File: src/rtl/sample_ramp_feeder.sv
// sample_ramp_feeder: buffers 16-bit offset-binary samples in a small FIFO and
// drives the delta-sigma modulator input u with a linear ramp toward each new
// sample. The ramp advances one step per modulator pulse.
//
// Ports:
//   clk, reset    clock and synchronous active-high reset
//   sample_in     16-bit sample written by the register bus
//   sample_we     one-cycle write strobe for sample_in
//   ramp_log2     L; each segment lasts 2^L pulses (sampled when a segment loads)
//   pulse_done    one-cycle modulator tick; the only event that advances the ramp
//   clear_flags   clears the sticky overflow/underrun flags
//   u_out         registered modulator input (sample in the top 16 bits)
//   fifo_level    FIFO occupancy, 0..depth
//   fifo_full     fifo_level == depth
//   overflow      sticky: a write arrived while the FIFO was full
//   underrun      sticky: a segment ended with no sample waiting
//   ramping       high while a segment is in progress
module sample_ramp_feeder #(
  parameter int unsigned IN_BITS        = 23,
  parameter int unsigned FIFO_LOG2      = 2,
  parameter int unsigned RAMP_LOG2_BITS = 4
) (
  input  logic                      clk,
  input  logic                      reset,
  input  logic [15:0]               sample_in,
  input  logic                      sample_we,
  input  logic [RAMP_LOG2_BITS-1:0] ramp_log2,
  input  logic                      pulse_done,
  input  logic                      clear_flags,
  output logic [IN_BITS-1:0]        u_out,
  output logic [FIFO_LOG2:0]        fifo_level,
  output logic                      fifo_full,
  output logic                      overflow,
  output logic                      underrun,
  output logic                      ramping
);

  localparam int unsigned SAMPLE_W = 16;
  localparam int unsigned PAD_W    = IN_BITS - SAMPLE_W;
  localparam int unsigned DEPTH    = 1 << FIFO_LOG2;
  localparam int unsigned PTR_W    = FIFO_LOG2;
  localparam int unsigned LEVEL_W  = FIFO_LOG2 + 1;
  localparam int unsigned CNT_W    = (1 << RAMP_LOG2_BITS) + 1;
  localparam int unsigned DELTA_W  = IN_BITS + 1;

  localparam logic [LEVEL_W-1:0] DEPTH_LVL = LEVEL_W'(DEPTH);
  localparam logic [IN_BITS-1:0] MIDSCALE  = IN_BITS'(1) << (IN_BITS - 1);

  typedef enum logic [1:0] {
    IDLE = 2'd0,
    RAMP = 2'd1,
    HOLD = 2'd2
  } state_t;

  state_t                     state_q, state_d;
  logic [IN_BITS-1:0]         cur_q, cur_d;
  logic [IN_BITS-1:0]         target_q, target_d;
  logic signed [DELTA_W-1:0]  step_q, step_d;
  logic [CNT_W-1:0]           cnt_q, cnt_d;
  logic [PTR_W-1:0]           rd_ptr_q, rd_ptr_d;
  logic [PTR_W-1:0]           wr_ptr_q, wr_ptr_d;
  logic [LEVEL_W-1:0]         level_q, level_d;
  logic                       full_q, full_d;
  logic                       overflow_q, overflow_d;
  logic                       underrun_q, underrun_d;
  logic                       ramping_q, ramping_d;
  logic [SAMPLE_W-1:0]        mem [DEPTH];

  logic                       fifo_empty;
  logic                       fifo_at_depth;
  logic                       push;
  logic                       pop;
  logic                       underrun_set;
  logic [SAMPLE_W-1:0]        head;
  logic [IN_BITS-1:0]         target_load;
  logic [IN_BITS-1:0]         base;
  logic signed [DELTA_W-1:0]  delta;
  logic signed [DELTA_W-1:0]  step_load;
  logic [CNT_W-1:0]           cnt_load;

  assign u_out      = cur_q;
  assign fifo_level = level_q;
  assign fifo_full  = full_q;
  assign overflow   = overflow_q;
  assign underrun   = underrun_q;
  assign ramping    = ramping_q;

  // Segment load values, computed from the FIFO head.
  always_comb begin
    fifo_empty    = (level_q == '0);
    fifo_at_depth = (level_q == DEPTH_LVL);
    push          = sample_we && !fifo_at_depth;
    head          = mem[rd_ptr_q];
    target_load   = {head, {PAD_W{1'b0}}};
    // Mid-ramp the new segment starts from where the old one ends, not from cur.
    base          = (state_q == RAMP) ? target_q : cur_q;
    delta         = $signed({1'b0, target_load}) - $signed({1'b0, base});
    step_load     = delta >>> ramp_log2;
    cnt_load      = CNT_W'(1) << ramp_log2;
  end

  // Next-state and datapath decode; nothing moves without pulse_done.
  always_comb begin
    state_d      = state_q;
    cur_d        = cur_q;
    target_d     = target_q;
    step_d       = step_q;
    cnt_d        = cnt_q;
    pop          = 1'b0;
    underrun_set = 1'b0;

    if (pulse_done) begin
      case (state_q)
        IDLE: begin
          if (!fifo_empty) begin
            pop     = 1'b1;
            state_d = RAMP;
          end
        end
        RAMP: begin
          if (cnt_q > CNT_W'(1)) begin
            cur_d = IN_BITS'($signed({1'b0, cur_q}) + step_q);
            cnt_d = cnt_q - CNT_W'(1);
          end else begin
            // Final pulse lands exactly on target, discarding shift truncation.
            cur_d = target_q;
            if (!fifo_empty) begin
              pop = 1'b1;
            end else begin
              state_d      = HOLD;
              underrun_set = 1'b1;
            end
          end
        end
        HOLD: begin
          if (!fifo_empty) begin
            pop     = 1'b1;
            state_d = RAMP;
          end else begin
            underrun_set = 1'b1;
          end
        end
        default: state_d = IDLE;
      endcase
    end

    if (pop) begin
      target_d = target_load;
      step_d   = step_load;
      cnt_d    = cnt_load;
    end
  end

  // FIFO pointers, level and sticky flags.
  always_comb begin
    rd_ptr_d = rd_ptr_q + PTR_W'(pop);
    wr_ptr_d = wr_ptr_q + PTR_W'(push);
    level_d  = level_q + LEVEL_W'(push) - LEVEL_W'(pop);
    full_d   = (level_d == DEPTH_LVL);

    overflow_d = overflow_q;
    if (sample_we && fifo_at_depth) begin
      overflow_d = 1'b1;
    end else if (clear_flags) begin
      overflow_d = 1'b0;
    end

    underrun_d = underrun_q;
    if (underrun_set) begin
      underrun_d = 1'b1;
    end else if (clear_flags) begin
      underrun_d = 1'b0;
    end

    ramping_d = (state_d == RAMP);
  end

  // State and datapath registers.
  always_ff @(posedge clk) begin
    if (reset) begin
      state_q    <= IDLE;
      cur_q      <= MIDSCALE;
      target_q   <= MIDSCALE;
      step_q     <= '0;
      cnt_q      <= '0;
      rd_ptr_q   <= '0;
      wr_ptr_q   <= '0;
      level_q    <= '0;
      full_q     <= 1'b0;
      overflow_q <= 1'b0;
      underrun_q <= 1'b0;
      ramping_q  <= 1'b0;
    end else begin
      state_q    <= state_d;
      cur_q      <= cur_d;
      target_q   <= target_d;
      step_q     <= step_d;
      cnt_q      <= cnt_d;
      rd_ptr_q   <= rd_ptr_d;
      wr_ptr_q   <= wr_ptr_d;
      level_q    <= level_d;
      full_q     <= full_d;
      overflow_q <= overflow_d;
      underrun_q <= underrun_d;
      ramping_q  <= ramping_d;
    end
  end

  // Sample storage; contents are don't-care until written.
  always_ff @(posedge clk) begin
    if (push && !reset) begin
      mem[wr_ptr_q] <= sample_in;
    end
  end

endmodule

File: config.mk
export PLATFORM = sky130hd
export DESIGN_NAME = sample_ramp_feeder
export DESIGN_NICKNAME = d
export VERILOG_FILES = /design/src/rtl/sample_ramp_feeder.sv
export SDC_FILE = /design/constraint.sdc
export NUM_CORES = 1
export LEC_CHECK = 0
export BUFFER_PORTS_ARGS = -buffer_cell sky130_fd_sc_hd__buf_2
export CAP_MARGIN = 20
export CORE_ASPECT_RATIO = 1.25
export CORE_MARGIN = 2
export CORE_UTILIZATION = 55
export CTS_CLUSTER_SIZE = 12
export DETAILED_ROUTE_END_ITERATION = 10
export PLACE_DENSITY_LB_ADDON = 0.05
export REMOVE_ABC_BUFFERS = 1
export SYNTH_ARGS = -nofsm -noshare
export SYNTH_HDL_FRONTEND = slang
export SYNTH_SLANG_ARGS = --single-unit
export TNS_END_PERCENT = 50
File: constraint.sdc
create_clock -name clk -period 4.95 [get_ports clk]
set_input_delay 0.2475 -clock clk [delete_from_list [all_inputs] [get_ports clk]]
set_output_delay 0.2475 -clock clk [all_outputs]
set_load 0.05 [all_outputs]
[Word level (Yosys, flattened, before mapping)]
Memories as Yosys holds them, arrays and structs flattened. A register that Yosys moved wholly into a read port is not among the register bits.
Cells that the tools add are included.
W data, S select, Z words.
Storage, ports and cells
  bits of input ports: 25
  flip-flop bits (word level): 92
  memories kept: 1
  output and inout bits: 30
  RAM bits: 64
Memories
  mem: depth 4, bits a word 16, rd ports 1, clocked after memory_dff 1, wr ports 1, RTL line 67  | logic [SAMPLE_W-1:0] mem [DEPTH];
Cells by class
  reductions and logical operators: 15
  magnitude comparators: 1
  add/sub/neg operators: 7
  muxes and demuxes: 25
  shift operators: 2
  equal/unequal tests: 5
Operators by type and width (number)
  $mux W17: 4
  $mux W23: 2
  $sshr A24 B4 Y23: 1
  $sub A23 B23 Y24: 1
  $add A23 B23 Y23: 1
  $gt A17 B1 Y1 const B: 1
  $shl A1 B4 Y17 const A: 1
  $sub A17 B1 Y17 const B: 1
  $mux W1: 11
  $mux W2: 5
  $reduce_bool A2 Y1: 5
  $eq A3 B3 Y1 const B: 2
  $add A2 B1 Y2: 2
  $eq A2 B1 Y1 const B: 2
  $pmux W1 S2: 2
  $pmux W2 S2: 1
  $add A3 B1 Y3: 1
  $logic_and A1 B1 Y1: 3
  $logic_not A3 Y1: 1
  $reduce_and A3 Y1: 1
  $sub A3 B1 Y3: 1
  $eq A2 B2 Y1 const B: 1
  $logic_not A1 Y1: 2
  $logic_not A2 Y1: 1
  2 further kinds: 2

[Depth between registers and ports, before layout]
Gate-level depths: netlist of the first run.
  depth after elaboration: 7
  mapped depth: 18
  gate-level depth less buffers: 15

[Least setup slack after synthesis of the first run]
OpenSTA, ideal clock, no wires.
  path kind: reg-to-reg
  start point: register state_q[1]
  end point: register step_q[5]
  required time: 4.816 ns
  clock period less this slack: 4.610 ns
  path buffers: 4
  data arrival time: 4.476 ns
  library setup time: 0.134 ns
  stages on the path, launching flop included: 18
  path slack: 0.340 ns
  cells stage by stage: dfxtp_1 > inv_1 > ha_1 > clkbuf_1 > buf_1 > buf_1 > mux2i_1 > ha_1 > or4b_4 > o21ai_4 > a21o_4 > a31o_4 > and2_4 > buf_8 > o311ai_2 > mux4_2 > a2111oi_2 > nor4_1
Between the ends
  cells in the longest elaborated chain, start to end: 4
  elaborated cells between the ends (all ways): 9
Ends and longest elaborated chain
  start, declared: RTL line 55  | state_t state_q, state_d;
  start signal, assigned: RTL line 194  | state_q <= state_d;
  $eq A2 B1 Y1, or another cell as far along: RTL line 96, 113
  $mux W23 or $reduce_or A2 Y1 (tied branches)
  $sub A23 B23 Y24 or $pmux W1 S2 (tied branches): RTL line 97, 113
  $sshr A24 B4 Y23 or $mux W1 (tied branches): RTL line 98, 112
  end signal, assigned: RTL line 197  | step_q <= step_d;
  end, declared: RTL line 58  | logic signed [DELTA_W-1:0] step_q, step_d;
Several ways; a longest one is shown, not always the timed one.
A chain may end at the register's enable or synchronous reset.

==> flow_summary.json, run 1 <==
{
  "cts_root_buf": "clkbuf_16",
  "insertion_delay_ns": 0.44,
  "worstMarginPinSlew_ns": 0.926,
  "dr.first_iter.drc_count": 727,
  "drt_wl_total_um": 25200,
  "cts_inserted_buffers": 17,
  "place_hpwl_um": 18200,
  "synth_seq_area_share_pct": 38.9,
  "fp.dieW_um": 123,
  "synth_seq_cells": 156,
  "routedLengthMet1_um": 10700,
  "gp_congestion": 0.855,
  "drive_gt1_share_pct": 15.7,
  "cp.required_ns": 5.31,
  "drcViolationCount": 0,
  "ant_nets": 0,
  "synth_top_cell_area_share_pct": 19.9,
  "dieArea_um2": 18700,
  "num_io_pins": 55,
  "setup_viol": 0,
  "cts_resized": 0,
  "peakVddDrop_mv": 0.295,
  "finClkSkew_ns": 0.0158,
  "cts_hold_buf": 0,
  "num_antenna_cells": 0,
  "highest_layer": "met4",
  "arrival_ns": 4.59,
  "initial_core_util_pct": 55.7,
  "coreArea_um2": 17400,
  "gr-total-overflow": 0,
  "pwr-share-clk_pct": 19.6,
  "p_leak_nw": 4.20,
  "antenna_found_initial": 0,
  "hold_violations": 0,
  "yosysWarnings": 0,
  "cpMostUsedCell": "mux4_2",
  "swShare_pct": 45.1,
  "p_int_mw": 3.77,
  "met2_length_um": 11800,
  "p_seq_share_pct": 26.3,
  "placementRows": 54,
  "critPathBufInv": 1,
  "utilization_pct": 61.8,
  "syn_area_per_cell_um2": 9.42,
  "dr_wl_met3_um": 1310,
  "fin_nets": 1130,
  "gr-usage-all-layers_pct": 28.1,
  "grt_pass1_vias": 7966,
  "status": "finished, final reports clean",
  "grt_pass1_wl_um": 41100,
  "fin_ws_ns": 0.724,
  "synth.area.top_cells": "edfxtp_1 20%, dfxtp_1 19%, ha_1 6.1%, a21oi_1 5.2%, mux4_2 5.1%",
  "ys.flop_type": "dfxtp_1",
  "clk_pin_slew_ns": 0.08,
  "combPwrFrac_pct": 54.1,
  "fin_crit_sh_pct": 85.4,
  "startpoint_type": "register",
  "cp_slowest_stage_delay_ns": 0.68,
  "io_buffers": 54,
  "netlist_area_um2": 9670,
  "critPathKind": "reg2reg",
  "min_path_type": "in2reg",
  "die_h_um": 152,
  "relSlewSlack_pct": 38.1,
  "grt_max_degree": 62,
  "clock_path_buffers": 2,
  "maxSlewViolCount": 0,
  "drt_first_pass_iters": 5,
  "layout_commonest_cell": "nand2_1",
  "syn2layout_area_growth_pct": 11.0,
  "period_needed_ns": 4.23,
  "cpMaxStageDelayCell": "dfxtp_1",
  "synth-edff-count": 64,
  "vias": 8039,
  "end_kind": "register",
  "crit_family": "multiplexers",
  "final_cell_mix": "117 x nand2_1, 101 x a21oi_1, 97 x nor2_1, 92 x dfxtp_1, 64 x edfxtp_1",
  "synth_area_leader_cell": "edfxtp_1",
  "maxCapViolations": 0,
  "p_per_area_nw_per_um2": 640,
  "clock-sinks": 156,
  "cts_tree": "done",
  "place_ws_ns": 0.711,
  "routed_wire_length_per_instance_um": 19.5,
  "synth_cell_types": 93,
  "cts.htree.levels": 4,
  "synth-async-reset-ratio_pct": 0,
  "netlist_instances": 1027,
  "via_per_inst": 6.22,
  "fmax_ghz": 0.237,
  "fill_cells": 1531,
  "rsz0062_at_grt": "no",
  "power.switching_mw": 3.10,
  "cp_cell_sequence": "mux4_2, ha_1, a21oi_1, o21ai_0, a2111oi_1, nor3_2, xor2_1, mux2i_1, mux2i_2, inv_2, mux4_2, a211oi_2",
  "critPathMaxFanout": 8,
  "cts_post_setup_buffers_inserted": 0
}
==> power by group through the flow <==
stage          clock network (mW)  registers (mW)  logic, mW
2_1_floorplan                   0            1.88       2.66
5_1_grt                      1.41            1.84       4.08
6_report                     1.34            1.81       3.72
3_3_place_gp                    0            1.83       3.65
3_5_place_dp                    0            1.83       3.67
4_1_cts                      1.36            1.81       3.70
==> cell usage after synthesis (all sizes together) (5+ instances only) <==
cell type  number
inv            22
mux2i          34
nor2           99
nor2b           8
nand3          28
mux4           22
and3           12
nor4           12
or3             5
o21a            5
ha             47
or4             5
xor2           18
dfxtp          92
edfxtp         64
o21ai          34
a311oi         13
nor3           25
a21oi         102
buf            18
and2            5
a31oi          12
a21o           24
mux2            6
o211ai          6
clkbuf         42
nand3b          5
a211o           5
nand2b          8
xnor2          31
a211oi         29
nand2         117
==> through the flow <==
step | total power [mW] | instances | hold WS, ns | setup TNS (ns) | instance area (um2)
after floorplan | 4.54 | 967 | 0.312 | -46.03 | 9420
after global placement | 5.48 | 1261 | 0.460 | 0 | 10100
after detailed placement | 5.50 | 1261 | 0.464 | 0 | 10100
after CTS | 6.86 | 1293 | 0.0153 | 0 | 10700
after global routing | 7.34 | 1293 | 0.0119 | 0 | 10700
final | 6.87 | 1293 | 0.0225 | 0 | 10700
==> per-layer routing <==
layer  GRT usage, %  up-vias
met5              0        -
met1           35.4     3857
met2           44.6      214
li1               -     3897
met3           5.91       71
met4           15.6        0
==> worst paths after layout <==
check,start,end,slack (ns),cells after the start
worst min-delay path,sample_in[2],mem[1][2],0.02,1
worst max-delay path,rd_ptr_q[0],step_q[4],0.72,12
worst max register to register,rd_ptr_q[0],step_q[4],0.72,12
worst min register to register,target_q[21],target_q[21],0.48,2
==> cell type report <==
cell class / instances / area, um2 / area share (%)
multi-input cells: 788 / 5600 / 52.2
flip-flops and latches: 156 / 3760 / 35.1
clock buffers: 18 / 450 / 4.20
repair buffers: 70 / 405 / 3.78
well taps: 224 / 280 / 2.61
clock inverters: 14 / 144 / 1.34
inverters: 23 / 86.3 / 0.804
==> registers in the layout, summed over array words and instances, names as in the netlist <==
| signal | flops |
|---|---|
| rd_ptr_q | 2 |
| step_q | 23 |
| state_q | 2 |
| wr_ptr_q | 2 |
| target_q | 16 |
| fifo_full | 1 |
| fifo_level | 3 |
| underrun | 1 |
| cnt_q | 17 |
| mem | 64 |
| ramping | 1 |
| u_out | 23 |
| overflow | 1 |
==> cells by family after synthesis <==
family | count (synthesis) | share of synthesized area, %
adders and majority gates | 49 | 6.49
xor gates and xnor gates | 49 | 4.71
and+or+nand+nor | 344 | 16.5
AOI/OAI and AO/OA | 284 | 20.5
buffers and inverters | 83 | 3.45
muxes | 62 | 9.38
DFF | 156 | 38.9
No activity file was read; power rests on OpenSTA's default activity.
==> inputs of run 2 (changes only) <==
- PLACE_DENSITY: unset -> 0.76
- PLACE_DENSITY_LB_ADDON: 0.05 -> unset
==> run 2 against run 1 <==
Die area unchanged. Via count grew 2.2%. Wire length fell by 1.6%. Flip-flop and latch count unchanged. First-iteration DRC count down 17%. Count of clock-buffer cells in the layout is the same. Setup slack lost 0.10 ns. Final cell count is 0.31% higher. Total power fell by 0.35%.
==> flow_summary.json, run 2 (synthesis results as in run 1) <==
{
  "status": "finished, final reports clean",
  "initial_core_util_pct": 55.7,
  "swShare_pct": 45.5,
  "grt_max_degree": 57,
  "fp.dieW_um": 123,
  "routed_wire_length_per_instance_um": 19.1,
  "insertion_delay_ns": 0.44,
  "startpoint_type": "register",
  "p_per_area_nw_per_um2": 636,
  "worstHoldStart": "sample_in[0]",
  "p_leak_nw": 4.22,
  "drive_gt1_share_pct": 16.0,
  "crit_start": "rd_ptr_q[0]",
  "via_per_inst": 6.34,
  "arrival_ns": 4.70,
  "relSlewSlack_pct": 39.5,
  "hold_violations": 0,
  "peakVddDrop_mv": 0.365,
  "clk_pin_slew_ns": 0.07,
  "r2r_end": "step_q[4]",
  "final_cell_mix": "117 x nand2_1, 101 x a21oi_1, 98 x nor2_1, 92 x dfxtp_1, 64 x edfxtp_1",
  "grt_pass1_vias": 7955,
  "worstMarginPinSlew_ns": 0.905,
  "setup_viol": 0,
  "maxSlewViolCount": 0,
  "cts_post_setup_buffers_inserted": 0,
  "critPathMaxFanout": 9,
  "finClkSkew_ns": 0.0206,
  "layout_commonest_cell": "nand2_1",
  "totalPowerFinal_mw": 6.85,
  "p_int_mw": 3.74,
  "clock-sinks": 156,
  "fin_crit_sh_pct": 87.4,
  "fin_hold_ws_ns": 0.0173,
  "worst-r2r-setup-slack_ns": 0.62,
  "multi_input_area_um2": 5600,
  "cp.required_ns": 5.32,
  "num_antenna_cells": 0,
  "p_seq_share_pct": 26.4,
  "critPathKind": "reg2reg",
  "rsz0062_at_grt": "no",
  "dieArea_um2": 18700,
  "antenna_found_initial": 0,
  "gp_congestion": 0.930,
  "die_h_um": 152,
  "drt_wl_total_um": 24800,
  "io_buffers": 54,
  "cts_resized": 0,
  "rr_startpoint": "rd_ptr_q[0]",
  "coreArea_um2": 17400,
  "period_needed_ns": 4.33,
  "gr-usage-all-layers_pct": 27.4,
  "drt_first_pass_iters": 6,
  "cts_inserted_buffers": 17,
  "fin_nets": 1134,
  "clock_path_buffers": 2,
  "end_kind": "register",
  "dr.first_iter.drc_count": 602,
  "vias": 8219,
  "crit_path_end": "step_q[4]",
  "grt_pass1_wl_um": 40500,
  "placementRows": 54,
  "cts_tree": "done",
  "fmax_ghz": 0.231,
  "gr-total-overflow": 0,
  "cts_root_buf": "clkbuf_16",
  "fill_cells": 1415,
  "num_io_pins": 55,
  "syn2layout_area_growth_pct": 11.4,
  "ant_nets": 0,
  "utilization_pct": 62.1,
  "cts.htree.levels": 4,
  "drcViolationCount": 0,
  "min_path_type": "in2reg",
  "seq_area_um2": 3760,
  "combPwrFrac_pct": 54.3,
  "cts_hold_buf": 0,
  "pwr-share-clk_pct": 19.3,
  "largest_register_ffs": 64,
  "regMostFlops": "mem",
  "power.switching_mw": 3.11,
  "maxCapViolations": 0,
  "reg2reg_depth": 12,
  "place_hpwl_um": 17600
}
-- run 2: power by group through the flow --
| stage | Clock [mW] | Combinational [mW] | Sequential (mW) |
|---|---|---|---|
| final | 1.32 | 3.72 | 1.81 |
| after global routing | 1.39 | 4.06 | 1.84 |
| after CTS | 1.34 | 3.67 | 1.80 |
| after detailed placement | 0 | 3.65 | 1.82 |
| after global placement | 0 | 3.59 | 1.82 |
| after floorplan | 0 | 2.66 | 1.88 |
-- run 2: how the worst min path moves through the flow --
stage / slack, ns / cells after the start / endpoint
after floorplan: 0.31 / 1 / step_q[4]
after global placement: 0.46 / 2 / target_q[13]
after detailed placement: 0.46 / 1 / mem[0][11]
after CTS: 0.006 / 1 / mem[2][11]
after global routing: 0.02 / 1 / mem[2][11]
final: 0.02 / 1 / mem[1][0]
-- run 2: area by class of cell --
| class | instances | area share, % |
|---|---|---|
| Sequential cell | 156 | 34.9 |
| Inverter | 23 | 0.801 |
| Tap cell | 224 | 2.60 |
| Timing Repair Buffer | 74 | 4.09 |
| Clock buffer | 18 | 4.08 |
| Multi-Input combinational cell | 788 | 52.0 |
| Clock inverter | 14 | 1.53 |
-- run 2: worst max-delay path, cell delays in order, from the launching register on --
cell and delay, ns:
dfxtp_1 0.68, mux4_2 0.62, ha_1 0.38, a21oi_1 0.30, o21ai_0 0.22, a2111oi_1 0.48
nor3_2 0.10, xor2_1 0.26, mux2i_1 0.17, mux2i_2 0.33, inv_2 0.04, mux4_2 0.47
a211oi_2 0.21
-- run 2: per-stage QoR --
stage               setup TNS, ns  std cells  cell area [um2]  setup WS (ns)
floorplan                  -46.03        967             9420          -1.72
global placement                0       1264            10100          0.719
detailed placement              0       1264            10100          0.689
CTS                             0       1296            10700          0.635
global route                    0       1297            10800          0.340
finish                          0       1297            10800          0.622
-- run 2: metal layers --
layer	global-route usage (%)	up-vias	wire (um)
li1	-	3917	-
met1	33.8	3937	9990
met2	46.2	299	12500
met3	4.57	66	1460
met4	13.2	0	826
met5	0	-	0
==> inputs of run 3 (changes only) <==
- ABC_AREA: unset -> 1
==> run 3 against run 2 <==
Synthesized area is 6.2% higher. Non-clock buffer count down 11. Critical path type unchanged. Critical path depth rose by 8. Setup slack better by 0.60 ns. Core utilization shrank 0.33 points. Count of clock-buffer cells in the layout shrank 1. Wire length increased by 27%. Flip-flop and latch count unchanged. Worst hold slack better by 0.0088 ns. Combinational power increased by 15%. Total power up 8.1%. Register-to-register slack improved by 0.60 ns.
==> flow_summary.json, run 3 <==
{
  "status": "finished, final reports clean",
  "reg2reg_depth": 20,
  "grt_pass1_vias": 9651,
  "syn2layout_area_growth_pct": 9.59,
  "p_per_area_nw_per_um2": 658,
  "num_io_pins": 55,
  "maxSlewViolCount": 0,
  "cp.required_ns": 5.29,
  "period_needed_ns": 3.73,
  "syn_area_per_cell_um2": 6.97,
  "cts.htree.levels": 4,
  "worstHoldPathCells": 1,
  "worstHoldStart": "sample_in[9]",
  "hold_violations": 0,
  "io_buffers": 54,
  "rsz0062_at_grt": "no",
  "cts_post_setup_buffers_inserted": 0,
  "synth_top_cell_area_share_pct": 18.7,
  "arrival_ns": 4.07,
  "grt_max_degree": 42,
  "cts_resized": 0,
  "dr.first_iter.drc_count": 886,
  "clk_pin_slew_ns": 0.08,
  "finClkSkew_ns": 0.0154,
  "synth-async-reset-ratio_pct": 0,
  "antenna_found_initial": 0,
  "drcViolationCount": 0,
  "drt_first_pass_iters": 7,
  "placed_area_um2": 10700,
  "initial_core_util_pct": 56.3,
  "maxCapViolations": 0,
  "fmax_ghz": 0.268,
  "p_leak_nw": 5.03,
  "dieArea_um2": 19800,
  "multi_input_area_um2": 5710,
  "stdcell_area_um2": 11300,
  "gr-usage-all-layers_pct": 32.7,
  "num_antenna_cells": 0,
  "critPathKind": "reg2reg",
  "regMostFlops": "mem",
  "largest_register_ffs": 64,
  "worstMarginPinSlew_ns": 0.858,
  "cts_inserted_buffers": 17,
  "grt_busiest_layer": "met2",
  "setup_tns_ns": 0,
  "grtUsageMet2_pct": 55.0,
  "gr-total-overflow": 0,
  "grtUsageMet3_pct": 5.57,
  "clock-sinks": 156,
  "peakVddDrop_mv": 0.485,
  "rr_startpoint": "state_q[1]",
  "relSlewSlack_pct": 42.7,
  "min_to": "mem[1][9]",
  "synth_area_leader_cell": "edfxtp_1",
  "fill_cells": 1721,
  "end_kind": "register",
  "ys.flop_type": "dfxtp_1",
  "placementRows": 55,
  "drive_gt1_share_pct": 8.72,
  "synth-edff-count": 64,
  "vias": 10100,
  "yosysWarnings": 0,
  "cts_root_buf": "clkbuf_16",
  "clock_path_buffers": 2,
  "insertion_delay_ns": 0.44,
  "gp_congestion": 0.997,
  "ant_nets": 0,
  "synth.most_common_cell": "nand2_1",
  "synth_seq_cells": 156,
  "setup_viol": 0,
  "routed_wire_length_per_instance_um": 18.1,
  "via_per_inst": 5.80,
  "critPathMaxFanout": 20,
  "drt_wl_total_um": 31600,
  "place_hpwl_um": 24000,
  "fin_nets": 1574,
  "netlist_instances": 1473,
  "cts_tree": "done",
  "fp.dieW_um": 126,
  "seq_area_um2": 3760,
  "layout_commonest_cell": "nand2_1",
  "min_path_type": "in2reg",
  "startpoint_type": "register",
  "met1_usage_pct": 40.2,
  "coreArea_um2": 18200,
  "fin_crit_sh_pct": 75.4,
  "netlist_area_um2": 10300,
  "synth_cell_types": 50,
  "die_h_um": 157,
  "final_cell_mix": "358 x nand2_1, 209 x nand3_1, 141 x inv_1, 129 x nor2_1, 115 x o21ai_0",
  "cts_hold_buf": 0,
  "synth_common_cells": "358 x nand2_1, 209 x nand3_1, 141 x inv_1",
  "worst-r2r-setup-slack_ns": 1.22,
  "r2r_end": "step_q[13]",
  "synth.area.top_cells": "edfxtp_1 19%, dfxtp_1 18%, nand2_1 13%, nand3_1 10%, ha_1 5.7%",
  "synth_seq_area_share_pct": 36.6,
  "grt_pass1_wl_um": 50700
}
==> run 3: cell count changes after synthesis, moves of 21 or more <==
| cell | before | now |
|---|---|---|
| nand2_1 | 117 | 358 |
| mux4_2 | 22 | 0 |
| nand3_1 | 28 | 209 |
| o21ai_0 | 31 | 115 |
| nor2_1 | 99 | 129 |
| a211oi_1 | 27 | 0 |
| mux2i_1 | 33 | 0 |
| xnor2_1 | 29 | 8 |
| inv_1 | 20 | 141 |
==> run 3: cell type report <==
cell class | count | share of cell area, %
multi-input combinational | 1113 | 50.8
clock buffer | 17 | 3.78
inverter | 149 | 4.99
tap | 228 | 2.53
clock inverter | 15 | 1.51
sequential | 156 | 33.4
timing repair buffer | 63 | 3.00
==> run 3: how the worst max path moves through the flow <==
stage	from	to	slack (ns)	depth (start not counted)
after floorplan	state_q[1]	cnt_q[16]	1.33	8
after global placement	state_q[1]	step_q[13]	1.31	20
after detailed placement	state_q[1]	step_q[13]	1.30	20
after CTS	state_q[1]	step_q[7]	1.28	20
after global routing	state_q[1]	step_q[10]	0.80	20
final	state_q[1]	step_q[13]	1.22	20
==> run 3: kinds of logic (layout without fill, tap and decap cells) <==
logic type	after synthesis	count (layout)	share of synthesized area (%)
AOI/OAI and AO/OA	266	266	14.1
xor gates and xnor gates	30	30	2.56
adders and majority gates	49	49	6.11
buffers and inverters	204	244	7.94
DFF	156	156	36.6
and+or+nand+nor	768	768	32.6
==> run 3: layer usage <==
metal  share of wire, %  wire length [um]
met5                  0                 0
met4                5.4              1710
met3                5.4              1710
met2                 48             15100
met1                 41             13100
==> run 3: where the power goes <==
part	internal, mW	switching, mW	total, mW	leakage (nW)
clock	0.723	0.622	1.35	0.288
sequential	1.57	0.197	1.77	1.33
combinational	1.30	2.99	4.29	3.42
total	3.60	3.81	7.40	5.03
==> run 3: through the flow <==
stage	cells	util [%]	worst slack (ns)	hold WS (ns)	power [mW]
detailed placement	1709	58.5	1.30	0.454	5.99
floorplan	1418	-	1.33	0.314	4.85
CTS	1741	61.7	1.28	0.00724	7.36
finish	1741	61.7	1.22	0.0261	7.40
global route	1741	61.7	0.801	0.0150	8.05
global placement	1709	58.5	1.31	0.451	5.98
==> run 3: worst max-delay path, cell delays in order, from the launching register on <==
cell and delay, ns:
dfxtp_1 0.34, inv_1 0.12, ha_1 0.65, buf_4 0.32, o21ai_0 0.10, ha_1 0.40
nand2_1 0.15, nor2_1 0.24, inv_1 0.07, nor2_1 0.19, nand2_1 0.11, nand2_1 0.10
nand2_1 0.07, nand3_1 0.09, nand3_1 0.09, nand3_1 0.10, nand2_1 0.10, nand2_1 0.09
nand3_1 0.11, nand3_1 0.11, nand2_1 0.06
